==> config.mk <==
export PLATFORM = sky130hd
export DESIGN_NAME = seg7_pwm_driver
export DESIGN_NICKNAME = d
export VERILOG_FILES = /design/src/rtl/seg7_pkg.sv /design/src/rtl/seg7_pwm_driver_hex_glyph_rom.sv /design/src/rtl/seg7_pwm_driver.sv
export SDC_FILE = /design/constraint.sdc
export NUM_CORES = 1
export LEC_CHECK = 0
export BUFFER_PORTS_ARGS = -buffer_cell sky130_fd_sc_hd__buf_2
export CAP_MARGIN = 0
export CORE_ASPECT_RATIO = 0.6
export CORE_MARGIN = 2
export CORE_UTILIZATION = 66
export CTS_BUF_LIST = sky130_fd_sc_hd__clkbuf_8
export CTS_CLUSTER_SIZE = 20
export DETAILED_ROUTE_END_ITERATION = 12
export PLACE_DENSITY = 0.94
export SLEW_MARGIN = 20
export SYNTH_ARGS = -nofsm -noshare
export SYNTH_HDL_FRONTEND = slang
export SYNTH_SLANG_ARGS = --single-unit
==> constraint.sdc <==
create_clock -name clk -period 5.8 [get_ports clk]
set_clock_uncertainty 0.1 [all_clocks]
set_input_delay 0.87 -clock clk [delete_from_list [all_inputs] [get_ports clk]]
set_output_delay 0.87 -clock clk [all_outputs]
set_load 0.01 [all_outputs]
==> src/rtl/seg7_pkg.sv <==
// Shared types and constants for the 7-segment PWM display back-end.
// Latency: n/a (package only).
// Backpressure: n/a (package only).
package seg7_pkg;

    localparam int SEG_W = 7;
    localparam int PWM_W = 4;

    // Display FSM states; BLINK_OFF is only reachable when blinking is built in.
    typedef enum logic [1:0] {
        BLANK     = 2'd0,
        SHOW      = 2'd1,
        BLINK_OFF = 2'd2
    } state_e;

    // Common-cathode glyphs, bit order {g,f,e,d,c,b,a}, active-high.
    localparam logic [SEG_W-1:0] GLYPH_TBL [16] = '{
        7'h3F, 7'h06, 7'h5B, 7'h4F,
        7'h66, 7'h6D, 7'h7D, 7'h07,
        7'h7F, 7'h6F, 7'h77, 7'h7C,
        7'h39, 7'h5E, 7'h79, 7'h71
    };

endpackage

==> src/rtl/seg7_pwm_driver_hex_glyph_rom.sv <==
// Hex digit to 7-segment glyph lookup.
// Latency: combinational, zero cycles.
// Backpressure: none; pure function of the input.
module hex_glyph_rom
    import seg7_pkg::*;
(
    input  logic [3:0]       digit_i,
    output logic [SEG_W-1:0] glyph_o
);

    assign glyph_o = GLYPH_TBL[digit_i];

endmodule

==> src/rtl/seg7_pwm_driver.sv <==
// Single-digit 7-segment driver: holds a strobed hex value, PWM dimming, DP update flash, optional blink (SEG7_BLINK_EN).
// Latency: strobe at edge E updates held state at E; seg_o/dp_o show it after E+1.
// Backpressure: none; every strobe is accepted, brightness/blink are sampled each cycle.
module seg7_pwm_driver
    import seg7_pkg::*;
#(
    parameter int DP_HOLD   = 1_000_000,
    parameter int BLINK_DIV = 23
) (
    input  logic             clk,
    input  logic             rst_n,
    input  logic [3:0]       digit_i,
    input  logic             digit_valid_i,
    input  logic [PWM_W-1:0] brightness_i,
    input  logic             blink_req_i,
    output logic [SEG_W-1:0] seg_o,
    output logic             dp_o
);

    localparam int DP_W = 24;

    state_e             state_q, state_d;
    logic [3:0]         digit_q;
    logic [PWM_W-1:0]   pwm_cnt_q;
    logic [DP_W-1:0]    dp_cnt_q;
    logic [SEG_W-1:0]   seg_q;
    logic               dp_q;
    logic [SEG_W-1:0]   glyph;
    logic               pwm_on;
    logic               dp_raw;
    logic               lit;

    hex_glyph_rom u_rom (
        .digit_i (digit_q),
        .glyph_o (glyph)
    );

    assign pwm_on = (brightness_i == {PWM_W{1'b1}}) || (pwm_cnt_q < brightness_i);
    assign dp_raw = (dp_cnt_q != '0);
    assign lit    = (state_q == SHOW) && pwm_on;

`ifdef SEG7_BLINK_EN
    logic [BLINK_DIV-1:0] blink_cnt_q;
    logic                 blink_wrap;

    assign blink_wrap = blink_req_i && (blink_cnt_q == {BLINK_DIV{1'b1}});

    // Blink timebase: free-runs while blinking is requested, parked at zero otherwise.
    always_ff @(posedge clk) begin
        if (!rst_n) begin
            blink_cnt_q <= '0;
        end else if (blink_req_i) begin
            blink_cnt_q <= blink_cnt_q + 1'b1;
        end else begin
            blink_cnt_q <= '0;
        end
    end

    // Next-state: leave BLANK on the first strobe, toggle SHOW/BLINK_OFF on each wrap.
    always_comb begin
        state_d = state_q;
        case (state_q)
            BLANK: begin
                if (digit_valid_i) begin
                    state_d = SHOW;
                end
            end
            SHOW: begin
                if (blink_wrap) begin
                    state_d = BLINK_OFF;
                end
            end
            BLINK_OFF: begin
                if (!blink_req_i || blink_wrap) begin
                    state_d = SHOW;
                end
            end
            default: state_d = BLANK;
        endcase
    end
`else
    logic unused_blink_req;
    assign unused_blink_req = blink_req_i;

    // Next-state: leave BLANK on the first strobe and stay in SHOW thereafter.
    always_comb begin
        state_d = state_q;
        case (state_q)
            BLANK: begin
                if (digit_valid_i) begin
                    state_d = SHOW;
                end
            end
            SHOW:    state_d = SHOW;
            default: state_d = BLANK;
        endcase
    end
`endif

    // State register.
    always_ff @(posedge clk) begin
        if (!rst_n) begin
            state_q <= BLANK;
        end else begin
            state_q <= state_d;
        end
    end

    // Capture the digit on each strobe; it is held until the next one.
    always_ff @(posedge clk) begin
        if (!rst_n) begin
            digit_q <= 4'h0;
        end else if (digit_valid_i) begin
            digit_q <= digit_i;
        end
    end

    // Free-running PWM phase counter, wraps 15 -> 0.
    always_ff @(posedge clk) begin
        if (!rst_n) begin
            pwm_cnt_q <= '0;
        end else begin
            pwm_cnt_q <= pwm_cnt_q + 1'b1;
        end
    end

    // DP flash timer: reloaded by every strobe, counts down and sticks at zero.
    always_ff @(posedge clk) begin
        if (!rst_n) begin
            dp_cnt_q <= '0;
        end else if (digit_valid_i) begin
            dp_cnt_q <= DP_W'(DP_HOLD);
        end else if (dp_raw) begin
            dp_cnt_q <= dp_cnt_q - 1'b1;
        end
    end

    // Registered pin drive so segments change only on clock edges.
    always_ff @(posedge clk) begin
        if (!rst_n) begin
            seg_q <= '0;
            dp_q  <= 1'b0;
        end else begin
            seg_q <= lit ? glyph : '0;
            dp_q  <= lit && dp_raw;
        end
    end

    assign seg_o = seg_q;
    assign dp_o  = dp_q;

endmodule

* Word-level counts from Yosys, hierarchy flattened *
Memory sizes are Yosys's and may differ from the RTL's. A register that Yosys moved wholly into a read port is not among the register bits.
Index checks and enable logic that the tools add are counted.

storage, ports and cells
  memories kept = 1
  memory bits (read-only) = 112
  flip-flop bits (word level) = 35
  latch bits = 0
  output and inout port bits = 8
  word-level logic and storage cells = 28
  input bits = 12
  RAM bits = 0

operators by class
  multiply operators = 0
  shift operators = 0
  $lt $le $gt $ge = 1
  add/subtract/negate cells = 2
  reductions and logical operators = 9
  div/mod/pow operators = 0
  bitwise operators = 2
  equality and inequality tests = 3
  mux-type cells = 4

memory list
  memory            depth  width  read ports  clocked after Yosys merged registers in  wr ports  RTL line                             source
  (name not given)  16     7      1           1                                        0         seg7_pwm_driver_hex_glyph_rom.sv:11  assign glyph_o = GLYPH_TBL[digit_i];

operator list
  kind                                                 number
  two-way mux 20 bit                                   2
  nonzero test 24 bit                                  1
  subtractor 24 x 1 -> 24 bit, second input constant   1
  NOT 4 -> 5 bit                                       1
  adder 4 x 1 -> 4 bit, second input constant          1
  equality test 4 bit, second input constant           1
  less-than comparator 4 bit                           1
  case mux 2 bit (2 select lines)                      1
  equality test 2 x 1 -> 1 bit, second input constant  1
  logical AND 1 bit                                    2
  logical NOT 2 bit                                    1
  two-way mux 2 bit                                    1
  inequality test 2 bit, second input constant         1
  AND reduction 2 bit                                  1
  nonzero test 2 bit                                   1
  OR reduction 2 bit                                   1
  logical NOT 1 bit                                    1
  logical OR 1 bit                                     1
  NOT 1 bit                                            1

* Logic depth before layout (Yosys ltp) *
  word-level depth = 5
  gate-level depth with buffers = 8
  gate-level depth less buffers = 7

* Cells and area by module *
Synthesis repeated with hierarchy kept, for this count alone.

unflattened totals
  cell total of the unflattened synthesis = 223
  area, all modules = 2218.4 µm²

modules (own cells, without submodules)
  module           area each (µm²)  instances  cells an instance  sequential area each (µm²)
  seg7_pwm_driver  1928.1           1          190                820.8
  hex_glyph_rom    290.3            1          33                 0.0

* Least setup slack after synthesis *
Ideal clock, no wire load.

  path type = input port to flip-flop
  start = input port brightness_i[1]
  end = register seg_q[2] (netlist: seg_o[2])
  cell stages on the path = 6
  path buffers = 0
  arrival = 1950 ps
  data required time = 5604 ps
  setup time = 96 ps
  path slack = 3654 ps
  path through = inv_1 ha_1 a21o_1 a21oi_1 o2111ai_1 a221oi_1

on the way
  cells in the longest elaborated chain, start to end = 5
  elaborated cells between the ends (all ways) = 6
  classes of those cells = order compare: 1; eq/ne: 1; reduce/logical: 4

ends and longest elaborated chain
  item                                                               RTL line               source
  start: declaration                                                 seg7_pwm_driver.sv:14  input logic [PWM_W-1:0] brightness_i,
  less-than comparator 4 bit or equality test 4 bit (tied branches)  seg7_pwm_driver.sv:38  assign pwm_on = (brightness_i == {PWM_W{1'b1}}) || (pwm_cnt_q < brightness_i);
  logical OR 1 bit (*)                                               seg7_pwm_driver.sv:38
  logical AND 1 bit (*)                                              seg7_pwm_driver.sv:40  assign lit = (state_q == SHOW) && pwm_on;
  AND reduction 2 bit (no line) (*)                                  -
  logical NOT 1 bit (no line) (*)                                    -
  end: declaration                                                   seg7_pwm_driver.sv:26  logic [SEG_W-1:0] seg_q;

Mark *: on every way between the ends. The rest lies on a longest branch, timed or not.
A chain may end at the register's enable or synchronous reset.

* Final worst setup path *
  start = register dp_cnt_q[0]
  end = register dp_cnt_q[2]

on the way
  cells in the longest elaborated chain, start to end = 1
  elaborated cells between the ends (all ways) = 2
  classes of those cells = add/sub: 1; reduce/logical: 1

ends and longest elaborated chain
  item                                                                RTL line                                       source
  start: declaration                                                  seg7_pwm_driver.sv:25                          logic [DP_W-1:0] dp_cnt_q;
  start signal: assignment                                            seg7_pwm_driver.sv:132                         dp_cnt_q <= DP_W'(DP_HOLD);
  start signal: assignment                                            seg7_pwm_driver.sv:134                         dp_cnt_q <= dp_cnt_q - 1'b1;
  subtractor 24 x 1 -> 24 bit or nonzero test 24 bit (tied branches)  seg7_pwm_driver.sv:134, seg7_pwm_driver.sv:39

Several ways; a longest one is shown, not always the timed one.

==> reports/qor.txt <==
Hold EP - state_q[0]
kind of critical path - reg -> reg
Synth Cell Area - 0.00211 mm2
Async SR Flop Fraction - 0%
dpl ws - 3.24 ns
Reg2Reg Setup Slack - 3.36 ns
fin util - 77.8%
Worst EP arrival - 2.59 ns
Core Footprint - 0.00297 mm2
layout cell share with drive strength beyond 1 - 12.2%
Required @ worst endpoint - 5.95 ns
starting DRC count in detailed routing - 123
Seq/Total Area, Yosys - 38.9%
Pre-antenna DRT Iters - 4
H-tree levels - 2
Antenna Cells - 0
Fin Hold WS - 0.371 ns
fin nets - 278
die area - 0.00368 mm2
final setup margin - 3.36 ns
post-DR vias/cell - 5.86
RR Endpoint - dp_cnt_q[2]
number of flops mapped to enable cells by yosys - 0
port bufs - 18
Final min period - 2.44 ns
Leakage Power - 0.000967 uW
Cell Pwr Density - 278 mW/mm2
Yosys warnings - 0
std cell rows - 15
Hold Startpoint - state_q[0]
max-capacitance violation count - 0
vias - 1735
final worst-path cycle share - 42.1%
Max Slew Vio Count - 0
# DRC - 0
clk slew on worst S/H paths - 0.08 ns
PostCTS Resize Cnt - 0
first-pass GRT wire length - 7070 um
run status - finished, final reports clean
final WL - 4270 um
f_max - 0.409 GHz
grt ovf - 0
crit path launch type - flip-flop
initial antenna violation count - 0
CP Launch Point - dp_cnt_q[0]
RSZ-0062 raised after global routing - no
reg2reg path depth - 7
CP Capture Type - flip-flop
CTS tree - built
R2R Path Start - dp_cnt_q[0]
Worst Hold Class - reg -> reg
Syn Inst Count - 237
TNS Setup - 0 ns
predominant post-synthesis flop cell - dfxtp_1
Post-CTS Setup Bufs - 0
Min-Delay Path Depth - 1
# clock sinks - 41
WL per Instance - 14.4 um
worst rel slew slack - 49.2%
top-area cell type share of the netlist area - 38.9%
placer congestion estimate - 0.843
Starting Density - 71.2%
number of global-route vias before repair - 1467
Final Hold Fails - 0
io pins - 20
worst slew pin tran - 0.758 ns
post-synthesis cell type count - 46
crit-path max FO - 15
Die Span X - 77.0 um
Die H - 47.8 um
syn_area_per_cell - 8.91 um2
hpwl dp - 3130 um
antenna-violating nets left - 0
GRT Total Usage - 25.6%
syn nets - 262
Yosys top cell by area - dfxtp_1
TritonCTS Buffers - 5
area delta synth->final - 9.24%
Final setup viols - 0
clk root buf - clkbuf_8
Max IR drop VDD - 0.173 mV
Post-CTS Hold Buffers - 0
synthesized flop and latch total - 41
Clock Path Buffers - 2
ranking of synthesized cells by area - dfxtp_1 39%, ha_1 7.7%, nor2_1 4.6%, xnor2_1 3.3%, xor2_1 2.9%
largest net degree at the start of global routing - 20
worst-skew pair later-pin latency - 0.30 ns
Final Power - 642 uW
## flip-flops by register name, summed over array words and instances, names as in the netlist
register	count
digit_q	4
dp_cnt_q	24
dp_o	1
pwm_cnt_q	4
seg_o	7
state_q	1
## per-stage QoR
stage | area (um2) | std cells
finish | 2310 | 296
global placement | 2220 | 288
detailed placement | 2220 | 288
global route | 2310 | 296
floorplan | 2110 | 237
CTS | 2310 | 296
## synth_stat cells (all sizes together), types with 3 or more instances
library cell	instances
dfxtp	41
nor2	26
nand2	14
ha	13
inv	13
nor3	10
a21oi	9
nor2b	8
xnor2	8
clkbuf	7
o21ai	7
xor2	7
o21a	6
a211oi	5
mux2i	5
nor4	5
or4	5
and2	4
nand2b	4
nand3	4
nand4b	4
nand4	3
nor3b	3
or3	3
## how the worst max path moves through the flow
stage	endpoint	slack, ns	cells after the start
floorplan	seg_o[2]	3.65	6
global placement	dp_cnt_q[15]	3.17	5
detailed placement	seg_o[5]	3.24	7
CTS	dp_cnt_q[2]	3.41	7
global route	dp_cnt_q[2]	3.25	7
finish	dp_cnt_q[2]	3.36	7
## per-layer routing
layer	vias up	GRT usage, %	share of wire [%]
li1	879	-	-
met1	800	35.6	49
met2	52	40.0	43
met3	4	6.79	6.7
met4	0	8.57	0.84
met5	-	0	0
## cells in the final DEF (no fill, tap or decap), types with 2 or more instances in the layout
master    netlist  routed
nand3b_1        2       2
nor2_1         26      26
nor3_1          9       8
o21a_1          6       6
inv_1          13      14
and3_1          2       2
mux2i_1         5       5
nand3_1         4       4
nand4_1         3       3
ha_1           13      13
or3_1           3       3
o21ai_0         7       7
clkbuf_8        0       5
nor3b_1         3       3
nand2_1        14      14
a21oi_1         9       9
dfxtp_1        41      41
xnor2_1         8       8
xor2_1          7       7
clkinv_2        0       2
nand4b_1        4       4
a221oi_1        2       2
or4_1           4       4
buf_2           1      18
a211oi_1        5       5
nand2b_1        4       4
nor4_1          5       5
and2_1          4       4
nor2b_1         8       8
## worst max-delay path, stage by stage, from the launching register on
cell	delay (ns)
dfxtp_1	0.33
inv_1	0.12
ha_1	0.18
nor3b_1	0.34
and4_1	0.54
nand3_1	0.35
a211o_1	0.37
nand2_1	0.05
## cell type report
type / instances / area, um2
multi-input combinational: 174 / 1210
tap: 42 / 52.6
timing repair buffer: 18 / 90.1
clock inverter: 3 / 13.8
clock buffer: 5 / 68.8
fill: 229 / 658
inverter: 13 / 48.8
sequential: 41 / 821
## cell families (layout without fill, tap and decap cells)
group | Yosys count | in the layout | synth area share (%)
buf+inv | 22 | 39 | 3.97
simple gates | 101 | 101 | 27.4
mux | 6 | 6 | 3.44
flops | 41 | 41 | 38.9
fa+ha+maj | 13 | 13 | 7.70
compound gates | 39 | 39 | 12.4
xor+xnor | 15 | 15 | 6.22
## power breakdown
group	total, uW	internal, uW	leakage (uW)	switching, uW
Sequential	324	301	0.000337	22.7
Combinational	136	58.8	0.000580	77.2
Clock	182	81.7	0.0000491	100
Power figures use the tool's default switching activity.
